**src/rtl/pwm_fade_pkg.sv**
```systemverilog
// Shared types, address offsets, defaults and the saturating ramp-step helper
// for the PWM fade master.
package pwm_fade_pkg;

    typedef enum logic [2:0] {
        S_IDLE,
        S_INIT,
        S_WAIT,
        S_STEP,
        S_WRITE
    } state_t;

    typedef struct packed {
        logic [7:0] level;
        logic       up;
    } ramp_t;

    localparam int          THRESH_OFS   = 0;
    localparam int          SHIFT_OFS    = 8;
    localparam int          DEF_NCH      = 8;
    localparam int          DEF_TIMEOUT  = 16;
    localparam logic [31:0] DEF_BASE_ADR = 32'hFEED_0000;

    // One triangle step: saturate at the bound in the travel direction, then
    // clamp into [lo, hi] so a live bound change is absorbed on this step.
    function automatic ramp_t ramp_step(
        input logic [7:0] r,
        input logic       up,
        input logic [7:0] lo,
        input logic [7:0] hi,
        input logic [7:0] step
    );
        logic [8:0] sum;
        logic [8:0] dif;
        logic [7:0] cand;
        ramp_t      res;
        sum       = {1'b0, r} + {1'b0, step};
        dif       = {1'b0, r} - {1'b0, step};
        res.level = lo;
        res.up    = 1'b1;
        if (lo < hi) begin
            if (up) begin
                cand = (sum > {1'b0, hi}) ? hi : sum[7:0];
            end else begin
                cand = (dif[8] || (dif[7:0] < lo)) ? lo : dif[7:0];
            end
            if (cand < lo) begin
                res.level = lo;
            end else if (cand > hi) begin
                res.level = hi;
            end else begin
                res.level = cand;
            end
            res.up = up ? (res.level != hi) : (res.level == lo);
        end
        return res;
    endfunction

endpackage

```
**src/rtl/wb_write_master.sv**
```systemverilog
// Single-write Wishbone engine: registered cyc/stb/we/adr/dat, one idle cycle
// between writes, and an abort when ack stays away for TIMEOUT cycles.
module wb_write_master
    import pwm_fade_pkg::*;
#(
    parameter int TIMEOUT = DEF_TIMEOUT
) (
    input  logic        clk,
    input  logic        rst_b,
    input  logic        req,
    input  logic [31:0] adr,
    input  logic [31:0] dat,
    input  logic        ack,
    output logic        cyc,
    output logic        stb,
    output logic        we,
    output logic [31:0] bus_adr,
    output logic [31:0] bus_dat,
    output logic        done,
    output logic        timeout
);

    localparam int TW = $clog2(TIMEOUT + 1);

    logic [TW-1:0] wait_cnt;
    logic          to_hit;

    // done is combinational so the caller can advance its channel on the same
    // edge the strobe drops; the next request is then taken one edge later.
    assign to_hit  = stb && !ack && (wait_cnt == TW'(TIMEOUT - 1));
    assign done    = stb && (ack || to_hit);
    assign timeout = to_hit;

    always_ff @(posedge clk) begin
        if (!rst_b) begin
            cyc      <= 1'b0;
            stb      <= 1'b0;
            we       <= 1'b0;
            bus_adr  <= '0;
            bus_dat  <= '0;
            wait_cnt <= '0;
        end else if (stb) begin
            if (done) begin
                cyc      <= 1'b0;
                stb      <= 1'b0;
                we       <= 1'b0;
                wait_cnt <= '0;
            end else begin
                wait_cnt <= wait_cnt + TW'(1);
            end
        end else if (req) begin
            cyc     <= 1'b1;
            stb     <= 1'b1;
            we      <= 1'b1;
            bus_adr <= adr;
            bus_dat <= dat;
        end
    end

endmodule

```
**src/rtl/pwm_fade_master.sv**
```systemverilog
// Autonomous Wishbone master producing a triangle fade on the PWM slave's
// thresholds. Define PWM_FADE_INIT_EN to write the shift registers once first.
//
// state   | meaning
// S_IDLE  | bus idle, waiting for enable_i
// S_INIT  | writing shift_i to every shift register (PWM_FADE_INIT_EN only)
// S_WAIT  | tick counter runs 0..tick_div_i
// S_STEP  | advance the ramp level one step
// S_WRITE | writing the per-channel thresholds
module pwm_fade_master
    import pwm_fade_pkg::*;
#(
    parameter int          NCH      = DEF_NCH,
    parameter logic [31:0] BASE_ADR = DEF_BASE_ADR,
    parameter int          TIMEOUT  = DEF_TIMEOUT
) (
    input  logic        wb_clk_i,
    input  logic        wb_rst_i,
    input  logic        enable_i,
    input  logic [15:0] tick_div_i,
    input  logic [7:0]  step_i,
    input  logic [7:0]  lo_i,
    input  logic [7:0]  hi_i,
    input  logic [7:0]  shift_i,
    output logic        wbm_cyc_o,
    output logic        wbm_stb_o,
    output logic        wbm_we_o,
    output logic [3:0]  wbm_sel_o,
    output logic [31:0] wbm_adr_o,
    output logic [31:0] wbm_dat_o,
    input  logic        wbm_ack_i,
    output logic        busy_o,
    output logic        err_o,
    output logic [7:0]  level_o
);

    localparam int CHW = (NCH > 1) ? $clog2(NCH) : 1;

    state_t           state;
    state_t           state_nxt;
    logic [15:0]      tick_cnt;
    logic [7:0]       level;
    logic             up;
    logic [CHW-1:0]   ch;
    logic             last_ch;
    logic [7:0]       lvl_ch;
    logic             busy;
    logic             err;
    logic             init_pending;
    logic             req;
    logic [31:0]      req_adr;
    logic [31:0]      req_dat;
    logic             done;
    logic             timeout;
    ramp_t            ramp_nxt;

`ifdef PWM_FADE_INIT_EN
    logic init_done;
    assign init_pending = !init_done;
`else
    logic unused_shift;
    assign init_pending = 1'b0;
    assign unused_shift = ^shift_i;
`endif

    assign last_ch  = (ch == CHW'(NCH - 1));
    assign lvl_ch   = ch[0] ? ~level : level;
    assign ramp_nxt = ramp_step(level, up, lo_i, hi_i, step_i);

    assign wbm_sel_o = 4'b1111;
    assign busy_o    = busy;
    assign err_o     = err;
    assign level_o   = level;

    // With enable low a write already on the bus still runs to ack/timeout,
    // but no new request is raised, so the remaining channels are skipped.
    always_comb begin
        state_nxt = state;
        req       = 1'b0;
        req_adr   = BASE_ADR | 32'(THRESH_OFS) | 32'(ch);
        req_dat   = {24'b0, lvl_ch};
        case (state)
            S_IDLE: begin
                if (enable_i) begin
                    state_nxt = init_pending ? S_INIT : S_WAIT;
                end
            end
`ifdef PWM_FADE_INIT_EN
            S_INIT: begin
                req     = enable_i;
                req_adr = BASE_ADR | 32'(SHIFT_OFS) | 32'(ch);
                req_dat = {24'b0, shift_i};
                if (done) begin
                    state_nxt = !enable_i ? S_IDLE : (last_ch ? S_WAIT : S_INIT);
                end else if (!enable_i && !wbm_stb_o) begin
                    state_nxt = S_IDLE;
                end
            end
`endif
            S_WAIT: begin
                if (!enable_i) begin
                    state_nxt = S_IDLE;
                end else if (tick_cnt == tick_div_i) begin
                    state_nxt = S_STEP;
                end
            end
            S_STEP: begin
                state_nxt = enable_i ? S_WRITE : S_IDLE;
            end
            S_WRITE: begin
                req = enable_i;
                if (done) begin
                    state_nxt = !enable_i ? S_IDLE : (last_ch ? S_WAIT : S_WRITE);
                end else if (!enable_i && !wbm_stb_o) begin
                    state_nxt = S_IDLE;
                end
            end
            default: state_nxt = S_IDLE;
        endcase
    end

    always_ff @(posedge wb_clk_i) begin
        if (!wb_rst_i) begin
            state     <= S_IDLE;
            tick_cnt  <= '0;
            level     <= '0;
            up        <= 1'b0;
            ch        <= '0;
            busy      <= 1'b0;
            err       <= 1'b0;
`ifdef PWM_FADE_INIT_EN
            init_done <= 1'b0;
`endif
        end else begin
            state    <= state_nxt;
            busy     <= (state_nxt != S_IDLE);
            tick_cnt <= ((state == S_WAIT) && (state_nxt == S_WAIT)) ? tick_cnt + 16'd1 : '0;
            if (timeout) begin
                err <= 1'b1;
            end
            case (state)
                S_IDLE: begin
                    if (enable_i) begin
                        level <= lo_i;
                        up    <= 1'b1;
                        ch    <= '0;
                    end
                end
                S_STEP: begin
                    level <= ramp_nxt.level;
                    up    <= ramp_nxt.up;
                    ch    <= '0;
                end
                S_INIT, S_WRITE: begin
                    if (done) begin
                        ch <= last_ch ? '0 : ch + CHW'(1);
                    end
                end
                default: ;
            endcase
`ifdef PWM_FADE_INIT_EN
            if ((state == S_INIT) && done && last_ch) begin
                init_done <= 1'b1;
            end
`endif
        end
    end

    wb_write_master #(
        .TIMEOUT(TIMEOUT)
    ) u_wb (
        .clk     (wb_clk_i),
        .rst_b   (wb_rst_i),
        .req     (req),
        .adr     (req_adr),
        .dat     (req_dat),
        .ack     (wbm_ack_i),
        .cyc     (wbm_cyc_o),
        .stb     (wbm_stb_o),
        .we      (wbm_we_o),
        .bus_adr (wbm_adr_o),
        .bus_dat (wbm_dat_o),
        .done    (done),
        .timeout (timeout)
    );

endmodule
```
**config.mk**
```make
export PLATFORM = sky130hd
export DESIGN_NAME = pwm_fade_master
export DESIGN_NICKNAME = d
export VERILOG_FILES = /design/src/rtl/pwm_fade_pkg.sv /design/src/rtl/wb_write_master.sv /design/src/rtl/pwm_fade_master.sv
export SDC_FILE = /design/constraint.sdc
export NUM_CORES = 1
export LEC_CHECK = 0
export CORE_UTILIZATION = 40
export CTS_CLUSTER_SIZE = 40
export DETAILED_ROUTE_END_ITERATION = 8
export DONT_BUFFER_PORTS = 1
export PLACE_DENSITY = 0.56
export SYNTH_ARGS = -nofsm -noshare
export SYNTH_HDL_FRONTEND = slang
export SYNTH_HIERARCHICAL = 1
export SYNTH_SLANG_ARGS = --single-unit
```
**constraint.sdc**
```tcl
create_clock -name wb_clk_i -period 10.5 [get_ports wb_clk_i]
set_input_delay 1.575 -clock wb_clk_i [delete_from_list [all_inputs] [get_ports wb_clk_i]]
set_output_delay 1.575 -clock wb_clk_i [all_outputs]
set_load 0.005 [all_outputs]
```
## Word-level counts from Yosys, hierarchy flattened

Cells that the tools add are included.

- Bits in read-only memories: 0
- Memory bits (writable): 0
- Flip-flop bits (word level): 52
- Memories kept: 0
- Logic and storage cells: 93
- Latch bits: 0
- Input port bits: 52

- Eq/ne operators: 13
- Magnitude comparators: 5
- Mux-type cells: 35
- Divide/modulo/power cells: 0
- Add/subtract/negate cells: 5
- $mul: 0
- Bitwise gates (word level): 2
- Shift operators: 0
- Reductions and logical operators: 21

Operators with widths:

| cell | number |
|---|---|
| two-way mux 8 bit | 9 |
| two-way mux 3 bit | 11 |
| less-than comparator 8 bit | 3 |
| adder 16 x 1 -> 16 bit (second input constant) | 1 |
| equality test 16 bit | 1 |
| case mux 8 bit (2 select lines) | 1 |
| case mux 3 bit (4 select lines) | 1 |
| adder 8 x 8 -> 9 bit | 1 |
| equality test 3 x 2 -> 1 bit (second input constant) | 3 |
| > comparator 9 x 8 -> 1 bit | 1 |
| two-way mux 1 bit | 9 |
| two-way mux 9 bit | 1 |
| case mux 3 bit (3 select lines) | 1 |
| subtractor 8 x 8 -> 9 bit | 1 |
| equality test 8 bit | 1 |
| > comparator 8 bit | 1 |
| != test 8 bit | 1 |
| NOT 8 bit | 1 |
| AND reduction 2 bit | 4 |
| equality test 3 bit (second input constant) | 2 |
| != test 2 bit (second input constant) | 3 |
| nonzero test 3 bit | 2 |
| adder 5 x 1 -> 5 bit (second input constant) | 1 |
| equality test 5 x 4 -> 1 bit (second input constant) | 1 |
| other kinds (12) | 20 |

## Longest topological paths before layout

- Word-level depth: 14
- Depth in mapped cells: 29

## By module

The synthesis kept the hierarchy.

By module, submodules not included:

| module | times used | area each (um2) | cells each | sequential area each (um2) |
|---|---|---|---|---|
| pwm_fade_master | 1 | 4513.1 | 583 | 660.6 |
| wb_write_master | 1 | 2726.4 | 316 | 1421.4 |

## Worst setup path before layout

OpenSTA, ideal clock, no wires.

- Kind: in2reg
- Start point: input port step_i[2]
- End point: register up
- Library setup time: 133 ps
- Data arrival time: 7044 ps
- Buffers on the path: 2
- Path slack: 3323 ps
- Stages on the path: 25
- Data required time: 10367 ps
- Cells stage by stage: inv_1 ha_1 buf_6 nand2b_4 a221o_1 o311a_2 ha_1 a22oi_1 nand2_1 o211ai_1 nand3_4 mux2i_1 or3_1 ha_1 and3_1 nand3_1 o21a_1 a21oi_1 clkbuf_1 nand2_1 o221a_2 a311oi_1 nand4b_1 o41ai_2 o211ai_1

- Word-level cells in the longest chain between the ends: 14

RTL lines:

| element | line | source |
|---|---|---|
| start: declaration | pwm_fade_master.sv:21 | `input logic [7:0] step_i,` |
| subtractor 8 x 8 -> 9 bit | pwm_fade_pkg.sv:38 | `dif = {1'b0, r} - {1'b0, step};` |
| less-than comparator 8 bit | pwm_fade_pkg.sv:45 | `cand = (dif[8] \|\| (dif[7:0] < lo)) ? lo : dif[7:0];` |
| logical OR 1 bit | pwm_fade_pkg.sv:45 |  |
| two-way mux 8 bit | pwm_fade_pkg.sv:45 |  |
| two-way mux 8 bit (*) | pwm_fade_pkg.sv:42 | `if (up) begin` |
| two-way mux 8 bit (*) | pwm_fade_pkg.sv:41 | `if (lo < hi) begin` |
| > comparator 8 bit | pwm_fade_pkg.sv:49 | `end else if (cand > hi) begin` |
| two-way mux 8 bit | pwm_fade_pkg.sv:49 |  |
| two-way mux 8 bit (*) | pwm_fade_pkg.sv:47 | `if (cand < lo) begin` |
| two-way mux 8 bit (*) | pwm_fade_pkg.sv:41 |  |
| equality test 8 bit / != test 8 bit (equally long branches) | pwm_fade_pkg.sv:54 | `res.up = up ? (res.level != hi) : (res.level == lo);` |
| two-way mux 1 bit (*) | pwm_fade_pkg.sv:54 |  |
| two-way mux 9 bit (*) | pwm_fade_pkg.sv:41 |  |
| case mux 1 bit (2 select lines) (*) | pwm_fade_master.sv:141 | `case (state)` |
| end signal: assignment | pwm_fade_master.sv:151 | `up <= ramp_nxt.up;` |
| end: declaration | pwm_fade_master.sv:43 | `logic up;` |

Mark *: on every way between the ends. The rest lies on a longest branch, timed or not. The select of a mux whose other input is x is not followed.
A chain may end at the register's enable or synchronous reset.

## Worst setup path after layout

- Start point: input port step_i[1]
- End point: register up

The elaborated chain is that of the path after synthesis.

==> summary.txt <==
Critical path class: in2reg
F_max: 121 MHz
Number of synthesized register bits: 104
Setup crit end kind: register
Synth Cell Area: 0.00724 sq mm
Clock Tree Root: clkbuf_16
Worst Hold Class: reg2reg
Iteration-0 DRC count of the detailed router: 515
Post-CTS sizing: 0
Power density cells: 137 mW/mm^2
Post-synth ARST share: 0%
Grt ovf: 0
Initial antenna violation count: 0
Hold Crit Depth: 2
H-Tree Depth: 3
Synth area leaders: dfxtp_1 29%, ha_1 10%, nand2_1 8.9%
Final Setup Violations: 0
Cts bufs inserted: 9
Relative slew slack: 33.0%
P&R area growth vs syn: 7.54%
Total track usage: 20.9%
Fin crit period: 8.29 ns
Antenna Nets Post-Route: 0
Via count: 6295
Setup TNS: 0 ns
Lkg Pwr: 3.09 nW
Final Max Tran Viols: 0
Sink Count: 104
Number of synthesized flops with an enable pin: 0
First-pass GRT wire length: 30200 um
Non-Filler Instances: 1155
Clock transition at the registers of the reported paths: 0.07 ns
Synth unique cells: 78
Max-cap violation count: 0
Die Ht: 137 um
Final worst clock skew: 0.00966 ns
Yosys Warn Count: 6
CTS tree: yes
Die extent in x: 137 um
Die Area: 0.0186 sq mm
Yosys top cell area share: 28.8%
Pin count of the biggest net entering global routing: 87
Vias per cell: 5.45
CP Launch Type: primary input
Worst EP required: 10.71 ns
RePlAce Congestion: 0.919
Post-DP HPWL: 14300 um
Mapped Cells: 899
Reg2Reg Depth: 24
WL/cell: 16.9 um
VDD IR max: 0.0763 mV
Finished Cell Area: 0.00778 sq mm
Layout cells sized above 1: 4.41%
Row cnt: 48
Biggest area consumer among synthesized cells: dfxtp_1
Post-synthesis sequential area ratio: 28.8%
Period utilization: 79.0%
Core area: 0.0175 sq mm
DRC: 0
DP Area: 0.00750 sq mm
IO Count: 133
Max clock buf depth: 2
Synth Flop Type: dfxtp_1
Post-placement cell count: 1140
Status: completed
Unrepaired setup endpoints after global routing: false
Crit Path Max Fanout: 10
Post-CTS Hold Fix Bufs: 0
Final hold vios: 0
Worst-Skew Late Latency: 0.34 ns
First-pass iteration count of the detailed router: 5
Slew @ Worst Pin: 1.00 ns
Port Buffer Count: 0
Arrival time at the worst endpoint: 8.50 ns
Syn Area/Cell: 8.05 sq um
Fin nets: 1038
Post-Route WL: 19500 um
Number of post-CTS setup repair buffers: 0
Initial Utilization: 41.4%
Vias in the first global route: 5599
# diodes: 0
Yosys cell counts (9+ instances only):
| master | n |
|---|---|
| nor3_1 | 16 |
| nand2_1 | 172 |
| a31oi_1 | 10 |
| a21oi_1 | 29 |
| inv_1 | 49 |
| and3_1 | 11 |
| nand4_1 | 9 |
| ha_1 | 58 |
| mux2i_1 | 12 |
| a21boi_1 | 14 |
| o21ai_0 | 31 |
| clkbuf_1 | 22 |
| o21a_1 | 11 |
| a21boi_0 | 53 |
| nand3_1 | 19 |
| buf_4 | 9 |
| nor2b_1 | 9 |
| nor2_1 | 61 |
| o211ai_1 | 16 |
| xnor2_1 | 30 |
| dfxtp_1 | 104 |
| xor2_1 | 26 |
registers in the layout, summed over array words and instances, names as in the netlist:
name           cells
err_o              1
ch                 3
u_wb/wait_cnt      5
u_wb/bus_dat      32
state              3
up                 1
busy_o             1
u_wb/stb           1
u_wb/bus_adr      32
u_wb/we            1
level_o            8
tick_cnt          16
where the power goes:
part / internal (mW) / total (mW) / leakage, nW / switching [mW]
clock network: 0.163 / 0.313 / 0.127 / 0.151
registers: 0.397 / 0.404 / 0.840 / 0.00650
logic: 0.132 / 0.349 / 2.12 / 0.217
total: 0.692 / 1.07 / 3.09 / 0.375
layout by cell type (no fill, tap or decap), drive strengths merged, types with 16 or more instances in the layout:
| cell type | Yosys | layout |
|---|---|---|
| nand2 | 172 | 172 |
| dfxtp | 104 | 104 |
| o211ai | 16 | 16 |
| nor3 | 17 | 17 |
| conb | 2 | 57 |
| inv | 49 | 50 |
| nor2 | 61 | 61 |
| ha | 58 | 58 |
| xnor2 | 30 | 30 |
| nand3 | 20 | 20 |
| a21boi | 67 | 67 |
| a21oi | 29 | 29 |
| o21ai | 32 | 32 |
| xor2 | 26 | 26 |
through the flow:
stage | power [mW] | hold slack (ns) | utilization (%) | setup slack (ns)
detailed placement | 0.750 | 0.463 | 42.9 | 2.12
floorplan | 0.677 | 0.451 | - | 3.32
global placement | 0.751 | 0.461 | 42.9 | 2.02
CTS | 1.07 | 0.474 | 44.5 | 2.44
global route | 1.12 | 0.502 | 44.5 | 1.82
finish | 1.07 | 0.470 | 44.5 | 2.21
per-layer routing:
| layer | vias up | track usage [%] | wire length, um |
|---|---|---|---|
| met4 | 0 | 6.36 | 387 |
| met5 | - | 0 | 0 |
| met2 | 246 | 30.7 | 8010 |
| met3 | 31 | 7.00 | 2020 |
| met1 | 2857 | 28.6 | 9060 |
| li1 | 3161 | - | - |
logic make-up after synthesis:
kind of cell,count (synthesis),synth area share [%]
adders and majority gates,60,10.6
other,2,0.104
muxes,15,2.13
DFF,104,28.8
and+or+nand+nor,330,20.5
xor gates and xnor gates,56,6.77
AOI/OAI and AO/OA,238,24.9
buffers and inverters,94,6.26
worst max-delay path, stage by stage:
cell and delay (ns):
inv_1 0.02, ha_1 0.28, nor2b_1 0.14, o31ai_1 0.45, a21oi_1 0.14, a2111oi_1 0.41
buf_4 0.22, inv_1 0.05, ha_1 0.28, and3_1 0.15, o21ai_0 0.26, o311a_1 0.37
nor2_1 0.18, and3_1 0.28, or3_1 0.41, ha_1 0.31, and3_1 0.19, o21ai_0 0.11
a31o_2 0.27, o21ai_1 0.73, a221oi_1 0.33, a2111oi_0 0.67, a21oi_1 0.19, o41ai_2 0.32
o211ai_1 0.12
layout make-up:
type | instances | area (sq um)
Fill cell | 1783 | 9690
Multi-Input combinational cell | 756 | 4910
Sequential cell | 104 | 2080
Tap cell | 225 | 282
Clock buffer | 9 | 225
Inverter | 50 | 188
Clock inverter | 6 | 56.3
Timing Repair Buffer | 5 | 37.5
worst paths after layout:
check             slack, ns             start               end
hold reg to reg        0.47  u_wb/bus_dat[21]  u_wb/bus_dat[21]
hold / removal         0.47  u_wb/bus_dat[21]  u_wb/bus_dat[21]
setup reg to reg       2.86        level_o[1]                up
setup / recovery       2.21         step_i[1]                up
Note: power is estimated with default switching activity, not from simulation.
==> variant: new RTL, same settings <==
Register the output `level_o` once more; this adds one clock of latency there. The other outputs are not delayed to match.
--- a/src/rtl/pwm_fade_master.sv
+++ b/src/rtl/pwm_fade_master.sv
@@ -70,7 +70,9 @@
     assign wbm_sel_o = 4'b1111;
     assign busy_o    = busy;
     assign err_o     = err;
-    assign level_o   = level;
+    always_ff @(posedge wb_clk_i) begin
+        level_o <= level;
+    end
 
     // With enable low a write already on the bus still runs to ack/timeout,
     // but no new request is raised, so the remaining channels are skipped.
Check against the original RTL: not equivalent (a bounded check fails within 4 cycles, from zero or initial values and one cycle with wb_rst_i low).
==> variant against the unedited design <==
  * The flow now finishes with violations (design-rule violations)
  * Routed wire length grew 2.1%
  * Setup slack gained 0.35 ns
  * Sequential cell count is 8 higher
  * Non-clock buffer count up 1
  * Area after synthesis increased by 3.4%
  * Power rose by 5.5%
  * Critical path depth grew 1
  * Design area rose by 2.7%
==> variant: results (changes against the unedited design) <==
[power]
p_int_uw = 731  ; was 692 uW
power.leakage_uw = 0.00313  ; was 0.00309 uW
power.ir.vdd_worst_uv = 74.1  ; was 76.3 uV
swShare_pct = 35.0  ; was 35.1%

[global_route]
grt_pass1_vias = 5875  ; was 5599
grt_util_met3_pct = 5.04  ; was 7.00%
gr-usage-met2_pct = 32.9  ; was 30.7%
grt_util_all_layers_pct = 20.8  ; was 20.9%
grt_pass1_wl_mm = 31.9  ; was 30.2 mm
met1_usage_pct = 27.8  ; was 28.6%

[synthesis]
yosys-top-cells-area = dfxtp_1, ha_1, nand2_1  ; unchanged
yosysUniqueCellTypes = 80  ; was 78
synth_cells = 922  ; was 899

[worst_setup_path]
rrSetupSlack_ns = 3.38  ; was 2.86 ns
cpPeakStageDelay_ns = 0.64  ; was 0.73 ns
rr_startpoint = level[2]  ; was level_o[1]
cp-startpoint = step_i[2]  ; was step_i[1]
worstRegToRegCells = 25  ; was 24
crit_end = level[7]  ; was up
library_cell_contributing_the_largest_single_delay_on_the_critical_path = nor4b_1  ; was o21ai_1

[detailed_routing]
total_vias_in_the_final_route = 6245  ; was 6295
drtIter0Drc = 380  ; was 515
route.detailed.wl_per_inst_um = 17.0  ; was 16.9 um
drt-pass1-iter-count = 7  ; was 5
route.detailed.drc = 14  ; was 0
met1_length_mm = 9.45  ; was 9.06 mm
routed_length_on_met3_mm = 1.30  ; was 2.02 mm

[sta]
slew_headroom_pct = 33.2  ; was 33.0%
clock-skew-final_ns = 0.0109  ; was 0.00966 ns
holdWs_ns = 0.446  ; was 0.470 ns

[placement]
place_congestion = 0.932  ; was 0.919
placement.setup.worst_slack_ns = 2.34  ; was 2.12 ns
dpl.hpwl_mm = 14.7  ; was 14.3 mm

[status]
failing_checks = design-rule violations
run_status = complete, but fails checks  ; was completed

[worst_hold_path]
hold_start = level[0]  ; was u_wb/bus_dat[21]
holdPathEnd = level_o[0]  ; was u_wb/bus_dat[21]
holdPathStages = 0  ; was 2

[finish]
post_layout_nonfiller_instances = 1173  ; was 1155
drive_gt1_share_pct = 4.45  ; was 4.41%
final_nets = 1051  ; was 1038

variant: changes by cell type after synthesis, sizes merged, moves of 5 or more:
cell and change:
buf +5, clkbuf +6, dfxtp +8, inv -11, nand2 +7, nand4 +6
o211ai -5, o21a -6, o21ai -10, o22ai +5, xnor2 +11
variant: cells by family (layout without fill, tap and decap cells):
| group | after synthesis | in the layout | share of synthesized area [%] |
|---|---|---|---|
| buffers and inverters | 93 | 60 | 6.27 |
| adder cells (fa/ha/maj) | 60 | 60 | 10.2 |
| flip-flops | 112 | 112 | 30.0 |
| other | 2 | 57 | 0.100 |
| AO/OA/AOI/OAI | 225 | 225 | 22.7 |
| XOR/XNOR | 66 | 66 | 7.72 |
| AND/OR/NAND/NOR | 354 | 354 | 21.6 |
| multiplexers | 10 | 10 | 1.40 |
variant: final cells by class:
cell class,count,area [um^2]
clock inverter,7,70.1
clock buffer,9,225
sequential,112,2240
timing repair buffer,6,45.0
multi-input combinational,772,4980
fill,1900,10200
inverter,38,143
tap,229,287
